$ cat config.mk
export PLATFORM = sky130hd
export DESIGN_NAME = tap_read_interconnect_mc
export DESIGN_NICKNAME = d
export VERILOG_FILES = /design/src/rtl/tap_read_interconnect_mc.sv
export SDC_FILE = /design/constraint.sdc
export NUM_CORES = 1
export LEC_CHECK = 0
export ABC_CLOCK_PERIOD_IN_PS = 6600
export CAP_MARGIN = 10
export CORE_ASPECT_RATIO = 0.7
export CORE_UTILIZATION = 50
export CTS_CLUSTER_SIZE = 28
export DETAILED_ROUTE_END_ITERATION = 16
export PLACE_DENSITY = 0.93
export SLEW_MARGIN = 5
export SYNTH_ARGS = -nofsm -noshare
export SYNTH_HDL_FRONTEND = slang
export SYNTH_SLANG_ARGS = --single-unit
$ cat constraint.sdc
create_clock -name CLK_I -period 6.6 [get_ports CLK_I]
set_input_delay 1.32 -clock CLK_I [delete_from_list [all_inputs] [get_ports CLK_I]]
set_output_delay 1.32 -clock CLK_I [all_outputs]
set_load 0.03 [all_outputs]
$ cat src/rtl/tap_read_interconnect_mc.sv
// tap_read_interconnect_mc
// Collects read data from the DMI and from NUM_STB strobe channels (status and
// data per channel) into one-entry holding buffers that the TAP reads by IR
// address. A registered round-robin scanner advertises an address whose buffer
// is full, so the TAP can poll without walking the whole address space.
//
// Source index order: 0 = DMI, 1+2k = STBk status, 2+2k = STBk data.
// Source i (i > 0) lives at STB_BASE_ADDR + i - 1.
//
// Optional feature macro: TAP_READ_INTC_OCC_EN
//   defined   : OCC_ADDR returns the per-source full flags (always valid,
//               reading it consumes nothing)
//   undefined : OCC_ADDR is unmapped

module tap_read_interconnect_mc #(
    parameter int                    NUM_STB          = 2,
    parameter int                    IRLENGTH         = 5,
    parameter int                    READ_WIDTH       = 41,
    parameter int                    DMI_WIDTH        = 41,
    parameter int                    STB_STATUS_WIDTH = 8,
    parameter int                    STB_DATA_WIDTH   = 32,
    parameter logic [IRLENGTH-1:0]   DMI_ADDR         = 5'h11,
    parameter logic [IRLENGTH-1:0]   STB_BASE_ADDR    = 5'h12,
    parameter logic [IRLENGTH-1:0]   OCC_ADDR         = 5'h1F
) (
    input  logic                                 CLK_I,
    input  logic                                 RST_I,
    input  logic [IRLENGTH-1:0]                  READ_ADDRESS_I,
    output logic [READ_WIDTH-1:0]                READ_DATA_O,
    output logic                                 READ_VALID_O,
    input  logic                                 READ_READY_I,
    output logic [IRLENGTH-1:0]                  VALID_ADDRESS_O,
    output logic                                 VALID_ANY_O,
    output logic                                 DMI_READ_READY_O,
    input  logic                                 DMI_READ_VALID_I,
    input  logic [DMI_WIDTH-1:0]                 DMI_READ_DATA_I,
    output logic [NUM_STB-1:0]                   STB_STATUS_READY_O,
    input  logic [NUM_STB-1:0]                   STB_STATUS_VALID_I,
    input  logic [NUM_STB*STB_STATUS_WIDTH-1:0]  STB_STATUS_I,
    output logic [NUM_STB-1:0]                   STB_DATA_READY_O,
    input  logic [NUM_STB-1:0]                   STB_DATA_VALID_I,
    input  logic [NUM_STB*STB_DATA_WIDTH-1:0]    STB_DATA_I
);

    localparam int NSRC  = 1 + 2 * NUM_STB;
    localparam int PTR_W = $clog2(NSRC);
    localparam int TOP_ADDR = int'(STB_BASE_ADDR) + 2 * NUM_STB - 1;

    // Elaboration-time parameter sanity checks
    if (NUM_STB < 1 || NUM_STB > 6) begin : g_chk_num_stb
        $error("NUM_STB must be in 1..6");
    end
    if (DMI_WIDTH > READ_WIDTH) begin : g_chk_dmi_width
        $error("DMI_WIDTH must not exceed READ_WIDTH");
    end
    if (STB_STATUS_WIDTH > READ_WIDTH || STB_DATA_WIDTH > READ_WIDTH) begin : g_chk_stb_width
        $error("STB widths must not exceed READ_WIDTH");
    end
    if (TOP_ADDR >= int'(OCC_ADDR)) begin : g_chk_addr_map
        $error("highest STB address must be below OCC_ADDR");
    end
    if (NSRC > READ_WIDTH) begin : g_chk_occ_width
        $error("occupancy word does not fit READ_WIDTH");
    end

    // TAP address of source i
    function automatic logic [IRLENGTH-1:0] src_addr(input int i);
        if (i == 0) return DMI_ADDR;
        return STB_BASE_ADDR + IRLENGTH'(i - 1);
    endfunction

    logic [NSRC-1:0]       src_valid;
    logic [READ_WIDTH-1:0] src_data [NSRC];

    logic [NSRC-1:0]       full_q, full_d;
    logic [NSRC-1:0]       ready_q, ready_d;
    logic [READ_WIDTH-1:0] data_q [NSRC];
    logic [READ_WIDTH-1:0] data_d [NSRC];

    logic [PTR_W-1:0]      ptr_q, ptr_d;
    logic                  valid_any_q, valid_any_d;
    logic [IRLENGTH-1:0]   valid_addr_q, valid_addr_d;

    logic                  sel_hit;
    logic [PTR_W-1:0]      sel_idx;
    logic                  read_valid;
    logic [READ_WIDTH-1:0] read_data;
    logic                  consume;

    // Flatten the DMI and per-channel sources into one zero-extended source list
    always_comb begin
        src_valid    = '0;
        src_valid[0] = DMI_READ_VALID_I;
        src_data[0]  = READ_WIDTH'(DMI_READ_DATA_I);
        for (int k = 0; k < NUM_STB; k++) begin
            src_valid[1+2*k] = STB_STATUS_VALID_I[k];
            src_data[1+2*k]  = READ_WIDTH'(STB_STATUS_I[k*STB_STATUS_WIDTH +: STB_STATUS_WIDTH]);
            src_valid[2+2*k] = STB_DATA_VALID_I[k];
            src_data[2+2*k]  = READ_WIDTH'(STB_DATA_I[k*STB_DATA_WIDTH +: STB_DATA_WIDTH]);
        end
    end

    // Address decode and combinational read mux
    always_comb begin
        sel_hit = 1'b0;
        sel_idx = '0;
        for (int i = 0; i < NSRC; i++) begin
            if (READ_ADDRESS_I == src_addr(i)) begin
                sel_hit = 1'b1;
                sel_idx = PTR_W'(i);
            end
        end
        read_valid = sel_hit && full_q[sel_idx];
        read_data  = sel_hit ? data_q[sel_idx] : '0;
`ifdef TAP_READ_INTC_OCC_EN
        if (READ_ADDRESS_I == OCC_ADDR) begin
            read_valid = 1'b1;
            read_data  = READ_WIDTH'(full_q);
        end
`endif
        // sel_hit keeps the occupancy word from ever clearing a buffer
        consume = sel_hit && read_valid && READ_READY_I;
    end

    // Buffer fill/clear; ready is simply the registered inverse of next-full
    always_comb begin
        for (int i = 0; i < NSRC; i++) begin
            full_d[i] = full_q[i];
            data_d[i] = data_q[i];
            if (consume && (sel_idx == PTR_W'(i))) begin
                full_d[i] = 1'b0;
                data_d[i] = '0;
            end
            if (src_valid[i] && ready_q[i]) begin
                full_d[i] = 1'b1;
                data_d[i] = src_data[i];
            end
        end
        ready_d = ~full_d;
    end

    // Round-robin scanner: hold on a full, unconsumed buffer, else search forward
    always_comb begin
        logic found;
        int   idx;
        found = 1'b0;
        idx   = 0;
        ptr_d = ptr_q;
        if (!(full_q[ptr_q] && !(consume && (sel_idx == ptr_q)))) begin
            // Offset NSRC wraps back to cur itself, covering a same-cycle refill
            for (int off = 1; off <= NSRC; off++) begin
                idx = int'(ptr_q) + off;
                if (idx >= NSRC) idx = idx - NSRC;
                if (!found && full_d[idx]) begin
                    found = 1'b1;
                    ptr_d = PTR_W'(idx);
                end
            end
        end
        valid_any_d  = full_d[ptr_d];
        valid_addr_d = full_d[ptr_d] ? src_addr(int'(ptr_d)) : '0;
    end

    // State registers
    always_ff @(posedge CLK_I or posedge RST_I) begin
        if (RST_I) begin
            full_q       <= '0;
            ready_q      <= '0;
            ptr_q        <= '0;
            valid_any_q  <= 1'b0;
            valid_addr_q <= '0;
            for (int i = 0; i < NSRC; i++) data_q[i] <= '0;
        end else begin
            full_q       <= full_d;
            ready_q      <= ready_d;
            ptr_q        <= ptr_d;
            valid_any_q  <= valid_any_d;
            valid_addr_q <= valid_addr_d;
            for (int i = 0; i < NSRC; i++) data_q[i] <= data_d[i];
        end
    end

    // Output mapping of the flat ready vector back onto the per-source ports
    always_comb begin
        DMI_READ_READY_O = ready_q[0];
        for (int k = 0; k < NUM_STB; k++) begin
            STB_STATUS_READY_O[k] = ready_q[1+2*k];
            STB_DATA_READY_O[k]   = ready_q[2+2*k];
        end
    end

    assign READ_VALID_O    = read_valid;
    assign READ_DATA_O     = read_data;
    assign VALID_ANY_O     = valid_any_q;
    assign VALID_ADDRESS_O = valid_addr_q;

endmodule

==> reports/metrics.csv, run 1 <==
stage;metric;value;unit
outcome;run status;complete, no violations;
yosys;top cell type's share of synthesized area;0.459;
setup_path;Worst Setup Start Kind;input pin;
cts;H-tree levels;4;
grt;first-pass GRT wire length;39400;µm
power;combinational power share;0.542;
sta;fin crit period;5710;ps
setup_path;delay-heaviest family, CP;buffers and inverters;
cts;clk_lat worst skew;420;ps
grt;vias in the first global route;7030;
cells_and_area;Antenna diodes;0;
yosys;main flop type after synthesis;dfrtp_1;
die;Initial Util;0.515;
cells_and_area;fraction of layout cells with a size suffix above 1;0.0944;
setup_path;Worst path most repeated cell;clkdlybuf4s50_1;
setup_path;R2R cell count;16;
yosys;synth unique cells;88;
die;die extent in x;150;µm
placed_design;gpl congestion;0.929;
die;area of the die;0.0158;mm²
yosys;Yosys reg bits;140;
worst_hold_path;Hold Path Depth;1;
die;Ports;187;
cts;post-CTS resize count;0;
setup_path;Req. time, crit path;5280;ps
cts;CTS Hold Buffers Added;0;
routing;DR DRC count;0;
setup_path;Critical path buffers and inverters;3;
routing;met2 wire len;11200;µm
yosys;Mean Syn Cell Area;10.5;µm²
cells_and_area;fin cells;1095;
cells_and_area;Final nets;1036;
yosys;Area contributors post-synth;dfrtp_1, a22o_1, a221oi_1, ha_1, nor2_1;
yosys;Synth Instances;727;
power;clock share of power;0.169;
die;row cnt;37;
sta;max_slew headroom;0.169;
setup_path;worst-path cell chain;clkdlybuf4s50_1 -> and4bb_4 -> and2_1 -> buf_4 -> a221oi_1 -> nor3_1 -> clkdlybuf4s50_1;
power;Flop pwr share;0.290;
die;area of the core;0.0148;mm²
cts;TritonCTS clock tree;done;
power;switching part of the total;0.442;
cts;Post-CTS Setup Repair Bufs;0;
placed_design;cell total after placement;1063;
sta;Worst Skew;5.35;ps
sta;Slew Viols, Final;0;
worst_hold_path;hold path endpoint;data_q[203]$_DFFE_PP0P_;
worst_hold_path;worst hold path class;register to register;
yosys;Synth area leader;dfrtp_1;
sta;RSZ-0062 raised after global routing;false;
setup_path;crit path max fanout;15;
sta;Final Hold Fails;0;
grt;grt ovf;0;
grt;global-route usage over all layers;0.330;
setup_path;Critical R2R Launch;ptr_q[1]$_DFF_PP0_;
placed_design;Port Buf Inserts;186;
yosys;register area share after synthesis;0.459;
setup_path;crit path kind;input pin to primary output;
routing;DR WL/cell;23.3;µm
die;Die Span Y;105;µm
cts;clk sink count;140;
setup_path;Slowest cell on crit path;clkdlybuf4s50_1;
sta;# setup viols final;0;
routing;Via density;6.67;
routing;routed metal-1 wire length;10600;µm
routing;final WL;25600;µm
routing;first-pass detailed-route iteration total;5;
setup_path;Worst path max stage delay;710;ps
yosys;synthesized area;0.00763;mm²
cts;Clk pin slew, worst setup/hold paths;60;ps
yosys;number of synthesized flops with an enable pin;0;
yosys;synth warn;0;
routing;DRT iter0 DRCs;910;
setup_path;RR Endpoint;VALID_ADDRESS_O[3]$_DFF_PP0_;
power;leak pwr;4.37;nW
flow_run;max-cap violation count;0;
routing;routed via count;7300;
sta;Period Utilization, post-route;0.866;
grt;antenna violations before repair;0;
setup_path;CP Capture Type;primary output;
setup_path;Worst R2R Setup Slack;1460;ps
placed_design;post-DP HPWL;16900;µm
cts;clock root cell;clkbuf_16;
power;Worst VDD drop;446;µV
placed_design;post-placement setup slack;991;ps
power;Pwr per Cell Area;533;mW/mm²
cts;Clock Path Buffers;2;
routing;top sig layer;met4;
grt;largest net degree at the start of global routing;81;
routing;Post-DRT Antenna Nets;0;
sta;Worst-Margin Slew;1240;ps
sta;setup_tns;0;ps
sta;worst setup margin;886;ps
cells_and_area;Area Growth Syn to Fin;33.4;%
cts;TritonCTS Buffers;17;
power;Power Internal;3.03;mW
power;NetSw;2.40;mW
setup_path;crit path DAT;4390;ps
routing;WL met3;2980;µm
worst_hold_path;Hold Startpoint;data_q[203]$_DFFE_PP0P_;
yosys;Post-synth ARST share;1.00;
sta;WHS;497;ps
sta;max frequency;175;MHz
yosys;Synthesized Nets;876;
-- how the worst max path moves through the flow --
stage | start | endpoint | slack, ps | cells after the start
5_1_grt | READ_ADDRESS_I[2] | READ_DATA_O[11] | 740 | 7
3_5_place_dp | READ_ADDRESS_I[2] | READ_DATA_O[11] | 990 | 7
6_report | READ_ADDRESS_I[2] | READ_DATA_O[10] | 890 | 7
4_1_cts | READ_ADDRESS_I[2] | READ_DATA_O[10] | 940 | 7
3_3_place_gp | READ_ADDRESS_I[2] | READ_DATA_O[8] | 1110 | 7
2_1_floorplan | RST_I | VALID_ADDRESS_O[0]$_DFF_PP0_ | 1530 | 1
-- cell families after synthesis --
kind of cell,synth area share
simple gates,0.133
fa+ha+maj,0.0246
flops,0.459
buf+inv,0.0431
compound gates,0.317
mux,0.0134
xor+xnor,0.0103
-- cells in the final DEF (no fill, tap or decap), types with 8 or more instances in the layout --
cell | netlist | final
clkbuf_16 | 0 | 17
buf_4 | 1 | 13
o22ai_1 | 19 | 19
nor4_1 | 9 | 9
o21ai_0 | 20 | 20
dfrtp_1 | 140 | 140
nand3_1 | 9 | 9
a22o_1 | 124 | 124
nor3_1 | 29 | 29
a21oi_1 | 24 | 23
a221oi_1 | 24 | 24
inv_1 | 17 | 16
a211oi_1 | 10 | 10
mux2i_1 | 8 | 8
nand2_1 | 26 | 26
clkdlybuf4s50_1 | 0 | 186
and2_1 | 15 | 14
ha_1 | 15 | 15
nor2_1 | 47 | 45
-- routing by layer --
metal,global-route usage,up-vias
li1,-,3148
met1,0.470,3527
met2,0.484,558
met3,0.0810,67
met4,0.120,0
met5,0,-
-- registers in the layout, indices dropped and copies added, names as in the netlist --
| register | count |
|---|---|
| VALID_ANY_O | 1 |
| full_q | 5 |
| ptr_q | 3 |
| data_q | 121 |
| ready_q | 5 |
| VALID_ADDRESS_O | 5 |
-- synthesized netlist by cell type (5+ instances only) --
library cell and count:
a21oi_1 24, nand2_1 26, a21o_1 5, a31oi_1 5, buf_2 11, nor4_1 9, dfrtp_1 140, xnor2_1 5
nand3_1 9, nor2b_1 7, a211oi_1 10, a22o_1 124, a221oi_1 24, and2_1 15, o21ai_0 20, o22ai_1 19
nor3_1 29, nand2b_1 7, o21ai_1 5, clkbuf_1 41, mux2i_1 8, inv_1 17, nor2_1 47, ha_1 15
-- final cells by class --
cell class | instances | area (µm²)
Fill cell | 1063 | 4640
Multi-Input combinational cell | 510 | 3830
Sequential cell | 140 | 3500
Timing Repair Buffer | 199 | 1960
Clock buffer | 18 | 439
Tap cell | 195 | 244
Clock inverter | 14 | 124
Inverter | 19 | 76.3
-- power groups by stage --
| stage | Clock, mW | Sequential (mW) | Combinational (mW) |
|---|---|---|---|
| 2_1_floorplan | 0 | 1.51 | 2.15 |
| 3_3_place_gp | 0 | 1.54 | 2.76 |
| 3_5_place_dp | 0 | 1.56 | 2.84 |
| 4_1_cts | 0.919 | 1.56 | 2.88 |
| 5_1_grt | 0.957 | 1.61 | 3.18 |
| 6_report | 0.915 | 1.57 | 2.94 |
-- worst register-to-register path, stage by stage (launching register included) --
cell and delay, ps:
dfrtp_1 690, inv_1 430, ha_1 790, inv_1 320, a21oi_1 210, or2_2 210, mux2i_1 100, o311ai_1 590
nand2b_1 210, o41ai_1 290, a31o_2 250, inv_1 90, ha_1 230, xor2_1 170, ha_1 220, xor2_1 180
a21oi_2 40
-- metrics by stage --
| step | total power, mW | util | area (µm²) |
|---|---|---|---|
| after global placement | 4.30 | 0.649 | 9610 |
| final | 5.43 | 0.687 | 10200 |
| after detailed placement | 4.39 | 0.649 | 9610 |
| after CTS | 5.36 | 0.687 | 10200 |
| after floorplan | 3.66 | - | 7630 |
| after global routing | 5.74 | 0.687 | 10200 |
Note: power is estimated with default switching activity, not from simulation.
==> inputs of run 2 (changes only) <==
MAX_ROUTING_LAYER = met4   (was unset)
SKIP_LAST_GASP = 1   (was unset)
==> reports/metrics.csv, run 2 (same netlist as run 1, synthesis figures left out) <==
stage;metric;value;unit;change
cells_and_area;Final nets;1037;;was 1,036
sta;Worst Skew;9.74;ps;was 5.35 ps
cts;CTS Hold Buffers Added;0;;unchanged
cells_and_area;fraction of layout cells with a size suffix above 1;0.0944;;unchanged
power;leak pwr;4.37;nW;about the same
placed_design;gpl congestion;0.937;;was 0.929
routing;DRT iter0 DRCs;945;;was 910
cells_and_area;Area Growth Syn to Fin;33.3;%;was 33.4%
cells_and_area;max reg flops;121;;unchanged
cts;post-CTS resize count;0;;unchanged
die;area of the die;0.0158;mm²;unchanged
grt;first-pass GRT wire length;38600;µm;was 39,400 µm
grt;vias in the first global route;6700;;was 7,030
setup_path;Critical R2R Launch;ptr_q[1]$_DFF_PP0_;;unchanged
routing;Post-DRT Antenna Nets;0;;unchanged
setup_path;crit path max fanout;15;;unchanged
routing;first-pass detailed-route iteration total;6;;was 5
worst_hold_path;Hold Path Depth;1;;unchanged
sta;# setup viols final;0;;unchanged
setup_path;Req. time, crit path;5280;ps;about the same
cts;TritonCTS clock tree;done;;unchanged
setup_path;CP Capture Type;primary output;;unchanged
sta;Slew Viols, Final;0;;unchanged
sta;Final Hold Fails;0;;unchanged
cts;TritonCTS Buffers;17;;unchanged
cts;H-tree levels;4;;unchanged
sta;fin crit period;5840;ps;was 5710 ps
die;row cnt;37;;unchanged
routing;Via density;6.64;;was 6.67
routing;DR DRC count;0;;unchanged
sta;worst setup margin;759;ps;was 886 ps
power;final total power;5.42;mW;was 5.43 mW
sta;setup_tns;0;ps;unchanged
setup_path;Worst path max stage delay;760;ps;was 710 ps
grt;global-route usage over all layers;0.334;;was 0.330
routing;final WL;25200;µm;was 25,600 µm
sta;RSZ-0062 raised after global routing;false;;unchanged
cells_and_area;Top reg by flops;data_q;;unchanged
flow_run;max-cap violation count;0;;unchanged
cts;clk_lat worst skew;430;ps;was 420 ps
routing;DR WL/cell;23.0;µm;was 23.3 µm
placed_design;Port Buf Inserts;186;;unchanged
grt;antenna violations before repair;0;;unchanged
routing;routed via count;7268;;was 7,300
cells_and_area;commonest non-fill, non-tap cell in the layout;clkdlybuf4s50_1;;unchanged
power;Pwr per Cell Area;533;mW/mm²;about the same
worst_hold_path;worst hold path class;register to register;;unchanged
die;die extent in x;150;µm;unchanged
grt;largest net degree at the start of global routing;92;;was 81
grt;grt ovf;0;;unchanged
cells_and_area;most frequent cells in the layout;clkdlybuf4s50_1, dfrtp_1, a22o_1;;unchanged
cells_and_area;Antenna diodes;0;;unchanged
setup_path;crit path DAT;4520;ps;was 4390 ps
setup_path;Worst Setup Start Kind;input pin;;unchanged
setup_path;RR Endpoint;VALID_ADDRESS_O[3]$_DFF_PP0_;;unchanged
die;Initial Util;0.515;;unchanged
cts;Clock Path Buffers;2;;unchanged
placed_design;post-placement setup slack;912;ps;was 991 ps
setup_path;Worst path most repeated cell;clkdlybuf4s50_1;;unchanged
placed_design;post-DP HPWL;17100;µm;was 16,900 µm
power;Worst VDD drop;596;µV;was 446 µV
setup_path;Slowest cell on crit path;clkdlybuf4s50_1;;unchanged
worst_hold_path;hold path endpoint;data_q[197]$_DFFE_PP0P_;;was data_q[203]$_DFFE_PP0P_
setup_path;Worst R2R Setup Slack;1460;ps;about the same
cts;Clk pin slew, worst setup/hold paths;60;ps;about the same
die;Ports;187;;unchanged
cells_and_area;final core utilization;0.687;;about the same
cts;Post-CTS Setup Repair Bufs;0;;unchanged
sta;Worst-Margin Slew;1190;ps;was 1240 ps
cts;clk sink count;140;;unchanged
die;area of the core;0.0148;mm²;unchanged
sta;max_slew headroom;0.202;;was 0.169
setup_path;R2R cell count;16;;unchanged
sta;Period Utilization, post-route;0.885;;was 0.866
setup_path;worst-path cell chain;clkdlybuf4s50_1 -> and4bb_4 -> and2_1 -> buf_4 -> a221oi_1 -> nor3_1 -> clkdlybuf4s50_1;;unchanged
cts;clock root cell;clkbuf_16;;unchanged
die;Die Span Y;105;µm;unchanged
setup_path;crit path kind;input pin to primary output;;unchanged
sta;max frequency;171;MHz;was 175 MHz
worst_hold_path;Hold Startpoint;data_q[197]$_DFFE_PP0P_;;was data_q[203]$_DFFE_PP0P_
outcome;run status;complete, no violations;;unchanged
==> run 2: cell count changes in the layout (fill, tap and decap cells not counted), sizes merged <==
cell    before  now
clkinv       3    4
clkbuf      18   17
buf         13   14
inv         27   26
==> run 2: per-stage QoR <==
| step | hold slack, ps | area [µm²] | instances |
|---|---|---|---|
| finish | 493 | 10200 | 1095 |
| global route | 509 | 10200 | 1095 |
| CTS | 497 | 10200 | 1095 |
| detailed placement | 482 | 9620 | 1064 |
| global placement | 475 | 9620 | 1064 |
| floorplan | 458 | 7630 | 727 |
==> run 2: per-layer routing <==
| layer | vias up | track usage | share of wire |
|---|---|---|---|
| li1 | 3149 | - | - |
| met1 | 3502 | 0.483 | 0.42 |
| met2 | 549 | 0.464 | 0.43 |
| met3 | 68 | 0.0762 | 0.12 |
| met4 | 0 | 0.102 | 0.024 |
| met5 | - | - | 0 |
==> run 2: area by class of cell <==
| type | count | area [µm²] |
|---|---|---|
| Fill cell | 976 | 4640 |
| Multi-Input combinational cell | 510 | 3830 |
| Clock buffer | 17 | 425 |
| Tap cell | 195 | 244 |
| Inverter | 19 | 76.3 |
| Sequential cell | 140 | 3500 |
| Timing Repair Buffer | 200 | 1970 |
| Clock inverter | 14 | 126 |
==> run 2: how the worst max path moves through the flow <==
stage / from / endpoint / slack, ps / depth (start not counted)
3_5_place_dp: READ_ADDRESS_I[2] / READ_DATA_O[11] / 910 / 7
2_1_floorplan: RST_I / VALID_ADDRESS_O[0]$_DFF_PP0_ / 1530 / 1
3_3_place_gp: READ_ADDRESS_I[1] / READ_DATA_O[31] / 1120 / 7
6_report: READ_ADDRESS_I[2] / READ_DATA_O[11] / 760 / 7
4_1_cts: READ_ADDRESS_I[2] / READ_DATA_O[11] / 880 / 7
5_1_grt: READ_ADDRESS_I[2] / READ_DATA_O[11] / 760 / 7
==> run 2: worst max-delay path, delay by kind of cell <==
| family | cells | cell delay (ps) |
|---|---|---|
| AOI/OAI and AO/OA | 1 | 130 |
| buffers and inverters | 3 | 1700 |
| and+or+nand+nor | 3 | 1360 |
==> run 2: power by group <==
part / internal, mW / switching [mW]
logic: 1.26 / 1.69
clock network: 0.492 / 0.418
registers: 1.27 / 0.279
